## src/rtl/alsu_pkg.sv

```systemverilog
// Shared ALSU definitions: shift engine state encoding and the mode/direction codes
// latched on an accepted start.
package alsu_pkg;

    typedef enum logic [1:0] {
        IDLE = 2'd0,
        STEP = 2'd1,
        DONE = 2'd2
    } shift_state_e;

    localparam logic MODE_SHIFT  = 1'b0;
    localparam logic MODE_ROTATE = 1'b1;
    localparam logic DIR_RIGHT   = 1'b0;
    localparam logic DIR_LEFT    = 1'b1;

endpackage

```

## src/rtl/alsu_shift_engine_if.sv

```systemverilog
// Request/result bundle between the ALSU controller (master) and the shift engine (slave).
interface alsu_shift_engine_if #(
    parameter int WIDTH = 6,
    parameter int CNT_W = 3
);
    logic             start;
    logic [WIDTH-1:0] load_val;
    logic [CNT_W-1:0] amount;
    logic             mode;
    logic             direction;
    logic             serial_in;
    logic             busy;
    logic             done;
    logic [WIDTH-1:0] out_shift_reg;

    modport master (
        output start, load_val, amount, mode, direction, serial_in,
        input  busy, done, out_shift_reg
    );

    modport slave (
        input  start, load_val, amount, mode, direction, serial_in,
        output busy, done, out_shift_reg
    );
endinterface

```

## src/rtl/alsu_shift_step.sv

```systemverilog
// Single 1-bit shift/rotate step; serial_in only matters in shift mode.
module alsu_shift_step
    import alsu_pkg::*;
#(
    parameter int WIDTH = 6
) (
    input  logic [WIDTH-1:0] r,
    input  logic             mode,
    input  logic             direction,
    input  logic             serial_in,
    output logic [WIDTH-1:0] next_r
);

    logic fill_left;
    logic fill_right;

    always_comb begin
        fill_left  = (mode == MODE_ROTATE) ? r[WIDTH-1] : serial_in;
        fill_right = (mode == MODE_ROTATE) ? r[0]       : serial_in;
        next_r     = r;
        if (direction == DIR_LEFT) begin
            next_r = {r[WIDTH-2:0], fill_left};
        end else begin
            next_r = {fill_right, r[WIDTH-1:1]};
        end
    end

endmodule

```

## src/rtl/alsu_shift_engine.sv

```systemverilog
// Multi-cycle shift/rotate engine: loads an operand on start, applies one step per clock
// for 'amount' clocks, then pulses done for one cycle with the result held.
module alsu_shift_engine
    import alsu_pkg::*;
#(
    parameter int WIDTH = 6,
    parameter int CNT_W = 3
) (
    input  logic                clk,
    input  logic                reset,
    alsu_shift_engine_if.slave  bus
);

    shift_state_e     state;
    shift_state_e     state_nxt;
    logic [CNT_W-1:0] cnt;
    logic [WIDTH-1:0] shift_r;
    logic [WIDTH-1:0] step_r;
    logic             mode_q;
    logic             dir_q;
    logic             accept;

    assign accept = (state == IDLE) && bus.start;

    alsu_shift_step #(.WIDTH(WIDTH)) u_step (
        .r         (shift_r),
        .mode      (mode_q),
        .direction (dir_q),
        .serial_in (bus.serial_in),
        .next_r    (step_r)
    );

    always_ff @(posedge clk) begin
        if (reset) begin
            state <= IDLE;
        end else begin
            state <= state_nxt;
        end
    end

    always_comb begin
        state_nxt = state;
        case (state)
            IDLE: if (bus.start) state_nxt = (bus.amount != '0) ? STEP : DONE;
            STEP: if (cnt == CNT_W'(1)) state_nxt = DONE;
            DONE: state_nxt = IDLE;
            default: state_nxt = IDLE;
        endcase
    end

    // Outputs decode only the state register, so nothing combinational reaches them from inputs.
    always_comb begin
        bus.busy = (state != IDLE);
        bus.done = (state == DONE);
    end

    always_ff @(posedge clk) begin
        if (reset) begin
            shift_r <= '0;
            cnt     <= '0;
        end else if (accept) begin
            shift_r <= bus.load_val;
            cnt     <= bus.amount;
        end else if (state == STEP) begin
            shift_r <= step_r;
            cnt     <= cnt - CNT_W'(1);
        end
    end

    // Operation attributes are frozen at accept so mid-operation input changes are inert.
    always_ff @(posedge clk) begin
        if (accept) begin
            mode_q <= bus.mode;
            dir_q  <= bus.direction;
        end
    end

    assign bus.out_shift_reg = shift_r;

endmodule

```

## src/flat_wrapper.sv

```systemverilog
// flat-port wrapper written by rule: the top's interface ports become plain ports
module alsu_shift_engine_flat import alsu_pkg::*;
#(
    parameter int WIDTH = 6,
    parameter int CNT_W = 3
)
  (clk, reset, bus_start, bus_load_val, bus_amount, bus_mode, bus_direction, bus_serial_in, bus_busy, bus_done, bus_out_shift_reg);
  alsu_shift_engine_if #(.WIDTH(WIDTH), .CNT_W(CNT_W)) bus_i ();
  input  logic clk;
  input  logic reset;
  input wire logic [$bits(bus_i.start)-1:0] bus_start;
  input wire logic [$bits(bus_i.load_val)-1:0] bus_load_val;
  input wire logic [$bits(bus_i.amount)-1:0] bus_amount;
  input wire logic [$bits(bus_i.mode)-1:0] bus_mode;
  input wire logic [$bits(bus_i.direction)-1:0] bus_direction;
  input wire logic [$bits(bus_i.serial_in)-1:0] bus_serial_in;
  output wire logic [$bits(bus_i.busy)-1:0] bus_busy;
  output wire logic [$bits(bus_i.done)-1:0] bus_done;
  output wire logic [$bits(bus_i.out_shift_reg)-1:0] bus_out_shift_reg;
  assign bus_i.start = bus_start;
  assign bus_i.load_val = bus_load_val;
  assign bus_i.amount = bus_amount;
  assign bus_i.mode = bus_mode;
  assign bus_i.direction = bus_direction;
  assign bus_i.serial_in = bus_serial_in;
  assign bus_busy = bus_i.busy;
  assign bus_done = bus_i.done;
  assign bus_out_shift_reg = bus_i.out_shift_reg;
  alsu_shift_engine #(.WIDTH(WIDTH), .CNT_W(CNT_W)) u_core (.clk(clk), .reset(reset), .bus(bus_i));
endmodule
```

## config.mk

```make
export PLATFORM = sky130hd
export DESIGN_NAME = alsu_shift_engine_flat
export DESIGN_NICKNAME = d
export VERILOG_FILES = /design/src/rtl/alsu_pkg.sv /design/src/rtl/alsu_shift_engine_if.sv /design/src/rtl/alsu_shift_step.sv /design/src/rtl/alsu_shift_engine.sv /design/src/flat_wrapper.sv
export SDC_FILE = /design/constraint.sdc
export NUM_CORES = 1
export LEC_CHECK = 0
export ABC_CLOCK_PERIOD_IN_PS = 1700
export CAP_MARGIN = 20
export CORE_MARGIN = 2
export CORE_UTILIZATION = 45
export CTS_CLUSTER_DIAMETER = 150
export DETAILED_ROUTE_END_ITERATION = 10
export PLACE_DENSITY_LB_ADDON = 0.05
export SKIP_LAST_GASP = 1
export SYNTH_ARGS = -nofsm -noshare
export SYNTH_HDL_FRONTEND = slang
export SYNTH_SLANG_ARGS = --single-unit
```

## constraint.sdc

```tcl
create_clock -name clk -period 1.7 [get_ports clk]
set_input_delay 0.51 -clock clk [delete_from_list [all_inputs] [get_ports clk]]
set_output_delay 0.51 -clock clk [all_outputs]
set_load 0.005 [all_outputs]
```

* Word-level counts from Yosys, hierarchy flattened
Index checks and enable logic that the tools add are counted.
** Word-level totals
- Logic and storage cells :: 28
- Output and inout port bits :: 8
- Flip-flop bits (word level) :: 13
- Input bits :: 15
** Cells by class
- Equal/unequal tests :: 5
- Mux-type cells :: 11
- Add/sub/neg operators :: 1
- Reductions and logical operators :: 6
** Operators with widths (number)
- 6-bit two-way mux :: 3
- 2-bit two-way mux :: 3
- 3-bit two-way mux :: 2
- 2-bit case mux with 2 select lines :: 1
- 2-bit nonzero test :: 2
- 3-bit by 1-bit == test with 1-bit output (second input constant) :: 1
- 3-bit nonzero test :: 1
- 3-bit by 1-bit subtractor with 3-bit output (second input constant) :: 1
- 2-bit by 1-bit == test with 1-bit output (second input constant) :: 1
- 2-bit == test (second input constant) :: 1
- 2-bit zero test :: 1
- 1-bit two-way mux :: 2
- 2-bit by 1-bit != test with 1-bit output (second input constant) :: 1
- 2-bit != test (second input constant) :: 1
- 2-bit AND reduction :: 1
- 1-bit logical AND :: 1

* Depth between registers and ports, before layout
- Depth after elaboration :: 4
- Depth in mapped cells :: 5
- Gate-level depth less buffers :: 5

* By module
A second synthesis with hierarchy kept.
** Unflattened totals
- Cell total of the unflattened synthesis :: 84
- Area, all modules :: 790.8 um^2
** Modules (own cells, without submodules)
- alsu_shift_engine :: cells an instance 73, instances 1, area an instance 681.9 um^2, seq. area each 280.3 um^2
- alsu_shift_step :: cells an instance 11, instances 1, area an instance 108.9 um^2, seq. area each 0.0 um^2

* Worst setup path before layout
No wires, ideal clock.
- Path kind :: input to register
- From :: in bus_start
- To :: reg u_core.shift_r[4] (netlist: u_core.bus.out_shift_reg[4])
- Arrival time :: 1183 ps
- Setup time :: 118 ps
- Path slack :: 398 ps
- Cell stages on the path :: 5
- Required time :: 1582 ps
- Path buffers :: 2
- Path through :: buf_6 -> nor3b_4 -> buf_6 -> mux2i_1 -> o21ai_1
** Between the ends
- Longest elaborated chain between the ends :: 2
- Elaborated cells on any way between the ends :: 3
- Those cells by class :: 1 x mux; 2 x reduce/logical
** Ends and longest elaborated chain
- start: declaration :: RTL line flat_wrapper.sv:11 : input wire logic [$bits(bus_i.start)-1:0] bus_start;
- 1-bit logical AND * :: RTL line alsu_shift_engine.sv:23 : assign accept = (state == IDLE) && bus.start;
- net u_core.accept :: RTL line alsu_shift_engine.sv:21 : logic accept;
- 6-bit two-way mux / 2-bit nonzero test (equally long branches)
- end signal: assignment :: RTL line alsu_shift_engine.sv:62 : shift_r <= bus.load_val;
- end signal: assignment :: RTL line alsu_shift_engine.sv:65 : shift_r <= step_r;
- end: declaration :: RTL line alsu_shift_engine.sv:17 : logic [WIDTH-1:0] shift_r;
The timed path passes the listed nets; every way through them passes the cells marked *.
A chain may end at the register's enable or synchronous reset.

* Final worst setup path
- From :: reg u_core.shift_r[0] (netlist: u_core.bus.out_shift_reg[0])
- To :: out bus_out_shift_reg[0]
** RTL lines
- end: declaration :: RTL line flat_wrapper.sv:19 : output wire logic [$bits(bus_i.out_shift_reg)-1:0] bus_out_shift_reg;
No word-level cell between the ends.

==> impl_metrics.json <==
{
  "status": "completed",
  "skew_ns": 0.00416,
  "synth_xor_area_frac": 0,
  "synthesis.nets": 96,
  "netlist_area_um2": 754,
  "swShare": 0.293,
  "die_area_mm2": 0.00202,
  "ys_top_cells_by_area": "dfxtp_1 29%, mux2i_1 8.0%, edfxtp_1 8.0%",
  "place.gp.congestion": 0.801,
  "yosys_register_bits": 13,
  "grt_max_degree": 12,
  "ys.flop_type": "dfxtp_1",
  "hold_viol_final": 0,
  "crit_path_max_incr_delay_ns": 0.50,
  "postSynthCellCount": 79,
  "yosysWarnings": 0,
  "worstPathArrival_ns": 1.14,
  "max_slew_margin": 0.701,
  "start_kind": "flip-flop",
  "antenna_found_initial": 0,
  "fin_cells": 125,
  "cts_tree": "done",
  "yosysTopAreaCell": "dfxtp_1",
  "cts_root_buf": "clkbuf_4",
  "max_freq_ghz": 0.605,
  "worstPathCellList": "clkdlybuf4s50_1",
  "switching_power_mw": 0.252,
  "crit_family": "buffers and inverters",
  "core_mm2": 0.00154,
  "avgRoutedWirePerCell_um": 14.6,
  "power_frac_seq": 0.447,
  "io_pins": 23,
  "drtIter0Drc": 8,
  "clockPowerShare": 0.223,
  "start_util": 0.489,
  "grt_first_pass_wirelength_um": 3000,
  "final_layout_size_suffix_gt1_frac": 0.211,
  "m1WireLength_um": 849,
  "num-fill-cells": 135,
  "period_share": 0.972,
  "hp-class": "reg2reg",
  "yosys.area.top_type_share": 0.292,
  "power_density_mw_per_mm2": 807,
  "slew_violations": 0,
  "synth_common_cells": "11 x dfxtp_1, 8 x a21oi_1, 6 x inv_1, 6 x mux2i_1",
  "worstHoldPathCells": 2,
  "routed.top_layer": "met4",
  "cts_buffer_depth": 2,
  "area_growth_pct": 41.3,
  "viasPerCell": 5.69,
  "synthSimpleGateAreaFrac": 0.136,
  "grt_pass1_vias": 711,
  "ctsHtreeMaxLevel": 1,
  "hpwl_um": 1400,
  "rsz0062_at_grt": "false",
  "drtAntennaViolNets": 0,
  "crit_slowest_cell": "clkdlybuf4s50_1",
  "routed_wirelength_um": 1830,
  "clk_pin_slew_ns": 0.08,
  "leakagePower_nw": 0.434,
  "peakVddDrop_v": 0.000398,
  "synth_compound_area_frac": 0.229,
  "syn-mean-instance-area_um2": 9.55,
  "worstRegToRegCells": 5,
  "cts.sinks": 13,
  "crit_required_ns": 1.19,
  "drc": 0,
  "numCtsBuffers": 3,
  "r2r_slack_ns": 0.37,
  "chipWidth_um": 44.9,
  "intPower_mw": 0.608,
  "synth_most_common_cell": "dfxtp_1",
  "seq_area_frac_synth": 0.371,
  "cp.depth": 1,
  "grt.total_usage": 0.204,
  "num_antenna_cells": 0,
  "port_buffers": 22,
  "dieHeight_um": 44.9,
  "firstDrtPassIters": 4,
  "largest_reg_flops": 6,
  "crit_type": "reg2out",
  "fin_tns_setup_ns": 0,
  "crit_buf_inv": 1,
  "post_cts_buffers": 0,
  "pwr-share-comb": 0.330,
  "synth_edf_count": 2,
  "worst_slew_pin_slew_ns": 0.448,
  "final-setup-viol-count": 0,
  "routed-wl-met3_um": 75,
  "row_count": 14,
  "synth.area.mux_share": 0.139,
  "async_flop_share": 0,
  "maxCapViolCount": 0,
  "vias": 711,
  "nets": 127,
  "ys_types": 33,
  "synth_top_family_by_area": "compound AO/OA/AOI/OAI gates",
  "dp.cells": 121,
  "finalCriticalPeriod_ns": 1.65,
  "yosys.area_share.adder": 0.0332,
  "insertion_delay_ns": 0.28,
  "grt-ovfl-total": 0,
  "dr_wl_met2_um": 879,
  "hold_buffers": 0,
  "critPathMaxFanout": 4,
  "worst_setup_path_end_kind": "output port"
}
-- routing by layer --
| layer | track usage | vias up |
|---|---|---|
| met1 | 0.285 | 340 |
| li1 | - | 352 |
| met5 | 0 | - |
| met2 | 0.306 | 15 |
| met3 | 0.0360 | 4 |
| met4 | 0.0882 | 0 |
-- timing repair --
| item | 4_1_cts | 5_1_grt |
|---|---|---|
| gates resized for setup | 4 | 6 |
| endpoints found under the setup margin | 4 | 5 |
| pin swaps | 0 | 0 |
| hold endpoints to repair | 0 | 0 |
-- cell type report --
class                   instances  area (um2)  area share
clock buffers                   4        26.3      0.0246
inverters                       7        26.3      0.0246
multi-input cells              54         405       0.380
flip-flops and latches         13         289       0.271
well taps                      16        20.0      0.0188
repair buffers                 31         299       0.281
-- through the flow --
stage	power [mW]	worst slack, ns	area (um2)	hold slack [ns]	util
final	0.860	0.0472	1070	0.486	0.692
after global routing	0.911	0.00594	1070	0.506	0.692
after CTS	0.863	0.00613	1060	0.494	0.687
after detailed placement	0.673	-0.0651	1030	0.492	0.670
after global placement	0.666	-0.0602	1030	0.492	0.670
after floorplan	0.541	0.398	754	0.474	-
-- power by group through the flow --
| stage | Combinational [mW] | Clock (mW) | Sequential [mW] |
|---|---|---|---|
| after floorplan | 0.160 | 0 | 0.381 |
| after global placement | 0.278 | 0 | 0.388 |
| after detailed placement | 0.284 | 0 | 0.388 |
| after CTS | 0.283 | 0.198 | 0.382 |
| after global routing | 0.310 | 0.210 | 0.391 |
| final | 0.284 | 0.191 | 0.384 |
-- path summary, 6_finish.rpt --
kind                                                               start                                  endpoint
worst max-delay path            u_core.bus.out_shift_reg[0]$_SDFFE_PP0P_                      bus_out_shift_reg[0]
worst min-delay path            u_core.bus.out_shift_reg[3]$_SDFFE_PP0P_  u_core.bus.out_shift_reg[3]$_SDFFE_PP0P_
worst max register to register              u_core.state[0]$_SDFFE_PP0P_  u_core.bus.out_shift_reg[4]$_SDFFE_PP0P_
worst min register to register  u_core.bus.out_shift_reg[3]$_SDFFE_PP0P_  u_core.bus.out_shift_reg[3]$_SDFFE_PP0P_
-- cells in the final DEF, fill, tap and decap left out, drive strengths merged --
cell	netlist	final
edfxtp	2	2
clkdlybuf4s15	0	1
a211o	3	3
o211ai	1	1
nor3b	1	1
or2	1	1
o221ai	1	1
clkinv	1	1
nand3b	1	1
o221a	1	1
nor4b	1	1
clkbuf	1	4
a221oi	1	1
inv	6	6
o21ai	7	7
clkdlybuf4s50	0	20
nor2b	2	2
nor3	1	1
nor2	2	2
nand3	4	4
nand2	1	1
dlygate4sd2	0	1
mux2i	6	6
a21oi	8	8
mux2	4	4
a22oi	1	1
o21bai	1	1
buf	4	9
dfxtp	11	11
nand2b	2	2
o21ba	1	1
ha	2	2
o311a	1	1
-- kinds of logic (layout without fill, tap and decap cells) --
kind of cell / count (synthesis) / after routing
compound gates: 26 / 26
simple gates: 16 / 16
flops: 13 / 13
buf+inv: 12 / 42
mux: 10 / 10
fa+ha+maj: 2 / 2
(Power assumes the default switching activity.)
